<file path="config.mk">
export PLATFORM = sky130hd
export DESIGN_NAME = stack_cache_line_mp
export DESIGN_NICKNAME = d
export VERILOG_FILES = /design/src/rtl/stack_cache_line_mp.sv
export SDC_FILE = /design/constraint.sdc
export NUM_CORES = 1
export LEC_CHECK = 0
export ABC_AREA = 1
export BUFFER_PORTS_ARGS = -buffer_cell sky130_fd_sc_hd__clkbuf_2
export CORE_ASPECT_RATIO = 2
export CORE_MARGIN = 2
export CORE_UTILIZATION = 57
export CTS_BUF_LIST = sky130_fd_sc_hd__clkbuf_8 sky130_fd_sc_hd__clkbuf_16
export DETAILED_ROUTE_END_ITERATION = 12
export PLACE_DENSITY = 0.74
export SLEW_MARGIN = 20
export SYNTH_ARGS = -nofsm -noshare
export SYNTH_HDL_FRONTEND = slang
export SYNTH_SLANG_ARGS = --single-unit
export TNS_END_PERCENT = 100
</file>
<file path="constraint.sdc">
create_clock -name clk -period 12.09 [get_ports clk]
set_clock_uncertainty 0.1 [all_clocks]
set_input_delay 0.6045 -clock clk [delete_from_list [all_inputs] [get_ports clk]]
set_output_delay 0.6045 -clock clk [all_outputs]
set_load 0.1 [all_outputs]
</file>
<file path="src/rtl/stack_cache_line_mp.sv">
// stack_cache_line_mp: one stack-cache line with multi-port reads, per-entry
// pending-write and speculation tracking, shadow rollback and a writeback FSM.
// Optional build macro: STACKCACHE_LINE_PARITY_EN (per-entry even parity).
module stack_cache_line_mp #(
    parameter int unsigned LINESIZE     = 8,
    parameter int unsigned DATABITWIDTH = 16,
    parameter int unsigned READPORTS    = 2,
    parameter int unsigned PENDBITWIDTH = 4,
    localparam int unsigned ADDRW       = $clog2(LINESIZE)
) (
    input  logic                              clk,
    input  logic                              async_rst,
    input  logic                              clk_en,
    input  logic                              WriteEn,
    input  logic [ADDRW-1:0]                  WriteAddr,
    input  logic [DATABITWIDTH-1:0]           DataIn,
    input  logic                              ReserveEn,
    input  logic [ADDRW-1:0]                  ReserveAddr,
    input  logic                              SpecActive,
    input  logic                              SpecCommit,
    input  logic                              SpecSquash,
    input  logic [READPORTS*ADDRW-1:0]        ReadAddr,
    output logic [READPORTS*DATABITWIDTH-1:0] DataOut,
    output logic [READPORTS-1:0]              IsDirty,
    output logic [READPORTS-1:0]              HasPendingWrite,
    output logic [READPORTS-1:0]              ParityErr,
    output logic                              LineAllClean,
    input  logic                              FlushReq,
    output logic                              FlushBusy,
    output logic                              FlushDone,
    output logic                              WbValid,
    input  logic                              WbReady,
    output logic [ADDRW-1:0]                  WbIndex,
    output logic [DATABITWIDTH-1:0]           WbData
);
    localparam int unsigned DW = DATABITWIDTH;
    localparam int unsigned PW = PENDBITWIDTH;

    typedef enum logic [1:0] {S_IDLE, S_SCAN, S_ISSUE} state_t;

    logic [DW-1:0]       r_data   [LINESIZE];
    logic [DW-1:0]       r_shadow [LINESIZE];
    logic [PW-1:0]       r_pend   [LINESIZE];
    logic [PW-1:0]       r_spend  [LINESIZE];
    logic [LINESIZE-1:0] r_dirty, r_sdirty, r_spec;

    logic [DW-1:0]       w_data_n   [LINESIZE];
    logic [DW-1:0]       w_shadow_n [LINESIZE];
    logic [PW-1:0]       w_pend_n   [LINESIZE];
    logic [PW-1:0]       w_spend_n  [LINESIZE];
    logic [LINESIZE-1:0] w_dirty_n, w_sdirty_n, w_spec_n;
    logic [LINESIZE-1:0] w_wr_hit, w_rs_hit;

`ifdef STACKCACHE_LINE_PARITY_EN
    logic [LINESIZE-1:0] r_par, r_spar, w_par_n, w_spar_n;
`endif

    state_t            r_state, w_state_n;
    logic              r_wb_valid, w_wb_valid_n;
    logic [ADDRW-1:0]  r_wb_index, w_wb_index_n;
    logic [DW-1:0]     r_wb_data, w_wb_data_n;
    logic              r_flush_done, w_flush_done_n;
    logic              r_stale, w_stale_n;
    logic              w_wb_clear;
    logic              w_scan_hit;
    logic [ADDRW-1:0]  w_scan_idx;

    function automatic logic [PW-1:0] sat_add(input logic [PW-1:0] a, input logic [PW-1:0] b);
        logic [PW:0] s;
        s = {1'b0, a} + {1'b0, b};
        return s[PW] ? '1 : s[PW-1:0];
    endfunction

    // Per-entry write/reserve address decode
    always_comb begin
        w_wr_hit = '0;
        w_rs_hit = '0;
        for (int i = 0; i < LINESIZE; i++) begin
            w_wr_hit[i] = WriteEn   && (WriteAddr   == ADDRW'(i));
            w_rs_hit[i] = ReserveEn && (ReserveAddr == ADDRW'(i));
        end
    end

    // Handshake clears dirty unless the entry was rewritten since it was latched
    assign w_wb_clear = (r_state == S_ISSUE) && WbReady && !r_stale
                        && !(WriteEn && (WriteAddr == r_wb_index));

    // Entry next state: commit/squash first, then writeback clear, then write/reserve
    always_comb begin
        w_data_n   = r_data;
        w_shadow_n = r_shadow;
        w_pend_n   = r_pend;
        w_spend_n  = r_spend;
        w_dirty_n  = r_dirty;
        w_sdirty_n = r_sdirty;
        w_spec_n   = r_spec;
`ifdef STACKCACHE_LINE_PARITY_EN
        w_par_n    = r_par;
        w_spar_n   = r_spar;
`endif
        for (int i = 0; i < LINESIZE; i++) begin
            if (SpecSquash) begin
                if (r_spec[i]) begin
                    w_data_n[i]  = r_shadow[i];
                    w_dirty_n[i] = r_sdirty[i];
`ifdef STACKCACHE_LINE_PARITY_EN
                    w_par_n[i]   = r_spar[i];
`endif
                end
                w_spec_n[i]  = 1'b0;
                w_spend_n[i] = '0;
            end else if (SpecCommit) begin
                w_spec_n[i]  = 1'b0;
                w_pend_n[i]  = sat_add(r_pend[i], r_spend[i]);
                w_spend_n[i] = '0;
            end
            if (w_wb_clear && (r_wb_index == ADDRW'(i))) begin
                w_dirty_n[i] = 1'b0;
            end
            if (w_rs_hit[i] && !w_wr_hit[i]) begin
                if (SpecActive) w_spend_n[i] = sat_add(w_spend_n[i], PW'(1));
                else            w_pend_n[i]  = sat_add(w_pend_n[i], PW'(1));
            end
            if (w_wr_hit[i]) begin
                if (SpecActive && !w_spec_n[i]) begin
                    w_shadow_n[i] = w_data_n[i];
                    w_sdirty_n[i] = w_dirty_n[i];
                    w_spec_n[i]   = 1'b1;
`ifdef STACKCACHE_LINE_PARITY_EN
                    w_spar_n[i]   = w_par_n[i];
`endif
                end
                w_data_n[i]  = DataIn;
                w_dirty_n[i] = 1'b1;
`ifdef STACKCACHE_LINE_PARITY_EN
                w_par_n[i]   = ^DataIn;
`endif
                if (!w_rs_hit[i]) begin
                    if (w_pend_n[i] != '0)       w_pend_n[i]  = w_pend_n[i] - PW'(1);
                    else if (w_spend_n[i] != '0) w_spend_n[i] = w_spend_n[i] - PW'(1);
                end
            end
        end
    end

    // Entry storage
    always_ff @(posedge clk or posedge async_rst) begin
        if (async_rst) begin
            for (int i = 0; i < LINESIZE; i++) begin
                r_data[i]   <= '0;
                r_shadow[i] <= '0;
                r_pend[i]   <= '0;
                r_spend[i]  <= '0;
            end
            r_dirty  <= '0;
            r_sdirty <= '0;
            r_spec   <= '0;
`ifdef STACKCACHE_LINE_PARITY_EN
            r_par    <= '0;
            r_spar   <= '0;
`endif
        end else if (clk_en) begin
            r_data   <= w_data_n;
            r_shadow <= w_shadow_n;
            r_pend   <= w_pend_n;
            r_spend  <= w_spend_n;
            r_dirty  <= w_dirty_n;
            r_sdirty <= w_sdirty_n;
            r_spec   <= w_spec_n;
`ifdef STACKCACHE_LINE_PARITY_EN
            r_par    <= w_par_n;
            r_spar   <= w_spar_n;
`endif
        end
    end

    // Lowest-index entry that is dirty, committed and has no outstanding writes
    always_comb begin
        w_scan_hit = 1'b0;
        w_scan_idx = '0;
        for (int i = LINESIZE - 1; i >= 0; i--) begin
            if (r_dirty[i] && !r_spec[i] && (r_pend[i] == '0) && (r_spend[i] == '0)) begin
                w_scan_hit = 1'b1;
                w_scan_idx = ADDRW'(i);
            end
        end
    end

    // Writeback FSM next state and registered outputs
    always_comb begin
        w_state_n      = r_state;
        w_wb_valid_n   = r_wb_valid;
        w_wb_index_n   = r_wb_index;
        w_wb_data_n    = r_wb_data;
        w_flush_done_n = 1'b0;
        w_stale_n      = r_stale;
        case (r_state)
            S_IDLE: begin
                if (FlushReq) w_state_n = S_SCAN;
            end
            S_SCAN: begin
                if (w_scan_hit) begin
                    w_wb_index_n = w_scan_idx;
                    w_wb_data_n  = r_data[w_scan_idx];
                    w_wb_valid_n = 1'b1;
                    w_stale_n    = WriteEn && (WriteAddr == w_scan_idx);
                    w_state_n    = S_ISSUE;
                end else begin
                    w_flush_done_n = 1'b1;
                    w_state_n      = S_IDLE;
                end
            end
            S_ISSUE: begin
                if (WriteEn && (WriteAddr == r_wb_index)) w_stale_n = 1'b1;
                if (WbReady) begin
                    w_wb_valid_n = 1'b0;
                    w_state_n    = S_SCAN;
                end
            end
            default: w_state_n = S_IDLE;
        endcase
    end

    // Writeback FSM registers
    always_ff @(posedge clk or posedge async_rst) begin
        if (async_rst) begin
            r_state      <= S_IDLE;
            r_wb_valid   <= 1'b0;
            r_wb_index   <= '0;
            r_wb_data    <= '0;
            r_flush_done <= 1'b0;
            r_stale      <= 1'b0;
        end else if (clk_en) begin
            r_state      <= w_state_n;
            r_wb_valid   <= w_wb_valid_n;
            r_wb_index   <= w_wb_index_n;
            r_wb_data    <= w_wb_data_n;
            r_flush_done <= w_flush_done_n;
            r_stale      <= w_stale_n;
        end
    end

    // Independent zero-latency read ports
    always_comb begin
        logic [ADDRW-1:0] w_ra;
        DataOut         = '0;
        IsDirty         = '0;
        HasPendingWrite = '0;
        ParityErr       = '0;
        for (int p = 0; p < READPORTS; p++) begin
            w_ra = ReadAddr[p*ADDRW +: ADDRW];
            DataOut[p*DW +: DW] = r_data[w_ra];
            IsDirty[p]          = r_dirty[w_ra];
            HasPendingWrite[p]  = (r_pend[w_ra] != '0) || (r_spend[w_ra] != '0);
`ifdef STACKCACHE_LINE_PARITY_EN
            ParityErr[p]        = r_par[w_ra] ^ (^r_data[w_ra]);
`endif
        end
    end

    assign LineAllClean = ~|r_dirty;
    assign FlushBusy    = (r_state != S_IDLE);
    assign FlushDone    = r_flush_done;
    assign WbValid      = r_wb_valid;
    assign WbIndex      = r_wb_index;
    assign WbData       = r_wb_data;

endmodule

</file>
==> run summary <==
Outcome -> finished, final reports clean
Combinational fraction of design power -> 36.3%
Clock sink count -> 368
Pwr Total -> 4.63 mW
CTS Buf Count -> 36
PD cells -> 163 mW/mm²
Worst R2R Setup Slack -> 8.54 ns
DR pass1 iterations -> 6
Initial antenna violation count -> 5
Crit share post-route -> 35.0%
Yosys warns -> 0
CORE AREA -> 0.0460 mm²
Post-synth top cells -> 1,112 x nand2_1, 667 x o21ai_0, 404 x inv_1
Critical Path End -> IsDirty[0]
Post-CTS setup buffers -> 0
Register bit count reported by yosys -> 368
Routed wire length -> 94,300 µm
Synthesis-to-layout area growth -> 7.34%
VDD IR max -> 0.202 mV
Element type at the critical path end -> output pin
Ys flop type -> dfrtp_1
R2r endpoint -> r_pend[9]
Port Buf Inserts -> 96
Mapped cell area -> 0.0265 mm²
Slew Limit Fails -> 0
Fin nets -> 4,082
# rows -> 111
DIE HEIGHT -> 309 µm
Sequential-to-total area share from yosys stat -> 34.7%
Reg power frac -> 36.8%
First-pass GRT wire length -> 146,000 µm
Post-Syn Area per Cell -> 6.61 µm²
Hold/Removal Path Class -> in2async
Vias in the first global route -> 26,800
I/O pin cnt -> 99
Count leader, synth -> nand2_1
Clock share of power -> 26.9%
H-tree levels -> 2
Initial DRC count -> 2,735
Leak -> 14.1 nW
DR vias/cell -> 6.09
CTS tree -> built
Die width -> 157 µm
Initial core utilization -> 57.7%
Critical Path Fanout Max -> 92
Root buf cell -> clkbuf_16
FF-to-FF path depth -> 22
Post-CTS resize count -> 0
Max transition margin -> 21.3%
Later-pin clock latency in the skew report -> 0.56 ns
Worst setup startpoint -> ReadAddr[0]
Tot GR Track Use -> 39.3%
Worst-path clk slew -> 0.06 ns
Routed via count -> 28,200
Critical Path Start Type -> input pin
Final Hold Fails -> 0
P_int -> 2.61 mW
Pin count of the biggest net entering global routing -> 125
Required time of the critical path -> 11.39 ns
Reg-to-reg critical path startpoint -> r_spend[9]
Antenna Nets Post-Route -> 0
Synth top area cells -> dfrtp_1 35%, nand2_1 16%, o21ai_0 13%
Net Sw Frac -> 43.7%
Synth top area share -> 34.7%
Fmax -> 0.237 GHz
Final min period -> 4.23 ns
Max-Cap Viols -> 0
Number of synthesized flops with an enable pin -> 0
Yosys cell types -> 56
# setup viols final -> 0
Share of cells above drive strength 1 -> 8.38%
Critical path type -> in2out
Post-DR wirelength/cell -> 20.4 µm
HPWL after detailed placement -> 65,100 µm
RD Place Congestion -> 0.963
Worst Path Arrival -> 3.52 ns
Die area -> 0.0484 mm²
Async SR Flop Fraction -> 100%
DR DRC count -> 0
Worst slew pin tran -> 1.17 ns
Synth area leader -> dfrtp_1
RSZ-0062 raised after global routing -> false
TNS Setup -> 0 ns
Total gr overflow -> 0
Syn Inst Count -> 4,018
Clock tree buffer depth -> 3
Switching pwr -> 2.03 mW
Hold Buf Count CTS -> 0
==> worst min-delay path by stage <==
stage,startpoint,to,slack (ns),cells past startpoint
3_3_place_gp,r_shadow[68],r_shadow[68],0.36,2
3_5_place_dp,r_shadow[70],r_shadow[70],0.37,2
6_report,async_rst,r_pend[31],0.14,2
4_1_cts,async_rst,r_pend[31],0.20,2
2_1_floorplan,r_shadow[0],r_shadow[0],0.35,2
5_1_grt,async_rst,WbValid,0.23,2
==> worst max-delay path: stages <==
cell and delay, ns:
buf_4 0.65, clkinv_1 0.54, buf_4 0.41, a21oi_1 0.20, a221oi_1 0.10, a31oi_1 0.38, clkbuf_2 0.54
==> final cells by class <==
class                      instances  area [µm²]
clock buffer                      41         981
timing repair buffer             133         767
inverter                         435        1650
tap                              621         777
clock inverter                    24         289
fill                            4455       17500
sequential                       368        9210
multi-input combinational       2998       14800
antenna                            3        7.51
==> state kept, by name (all words and copies together) (netlist names), 2 cells and up <==
register / flops
r_data: 128
r_shadow: 128
r_pend: 32
r_spend: 32
WbData: 16
r_dirty: 8
r_sdirty: 8
r_spec: 8
WbIndex: 3
r_state: 2
==> placed cells by master, fill, tap and decap left out, types with 15 or more instances in the layout <==
cell type,count
clkbuf_2,93
nand2_1,1110
inv_1,409
nor3_1,16
inv_2,26
buf_4,38
clkbuf_16,37
a21oi_1,282
nand4_1,41
nand3b_1,15
a221oi_1,34
nand3_1,288
nor2_1,212
ha_1,64
nor2_2,23
o21ai_1,36
dfrtp_1,368
a31oi_1,47
o21ai_0,667
nand2_2,33
==> cell families after synthesis <==
logic type                 after synthesis  share of synthesized area, %
and+or+nand+nor                       1790                          28.9
AOI/OAI and AO/OA                     1120                          22.7
buffers and inverters                  653                          9.56
DFF                                    368                          34.7
adders and majority gates               72                          3.62
xor gates and xnor gates                14                         0.462
other                                    1                        0.0141
==> per-layer routing <==
| metal | vias up | GRT usage [%] | wire length, µm |
|---|---|---|---|
| met5 | - | 0 | 0 |
| met4 | 0 | 32.7 | 9430 |
| met3 | 459 | 5.74 | 7270 |
| met2 | 1457 | 67.2 | 45500 |
| met1 | 13100 | 42.5 | 32100 |
| li1 | 13200 | - | - |
==> power groups by stage <==
stage | Clock (mW) | Combinational, mW | Sequential [mW]
after floorplan | 0 | 1.06 | 1.86
after global placement | 0 | 1.63 | 1.71
after detailed placement | 0 | 1.65 | 1.71
after CTS | 1.26 | 1.66 | 1.69
after global routing | 1.30 | 1.84 | 1.72
final | 1.25 | 1.68 | 1.70
==> stage by stage <==
| step | util (%) | hold WS [ns] | area (µm²) | instances | setup WS (ns) |
|---|---|---|---|---|---|
| 2_1_floorplan | - | 0.348 | 26500 | 4019 | 1.17 |
| 3_3_place_gp | 59.2 | 0.360 | 27200 | 4555 | 8.08 |
| 3_5_place_dp | 59.2 | 0.368 | 27200 | 4555 | 7.98 |
| 4_1_cts | 62.0 | 0.204 | 28500 | 4620 | 8.02 |
| 5_1_grt | 62.0 | 0.235 | 28500 | 4623 | 7.80 |
| 6_report | 62.0 | 0.144 | 28500 | 4623 | 7.86 |
Power figures use the tool's default switching activity.
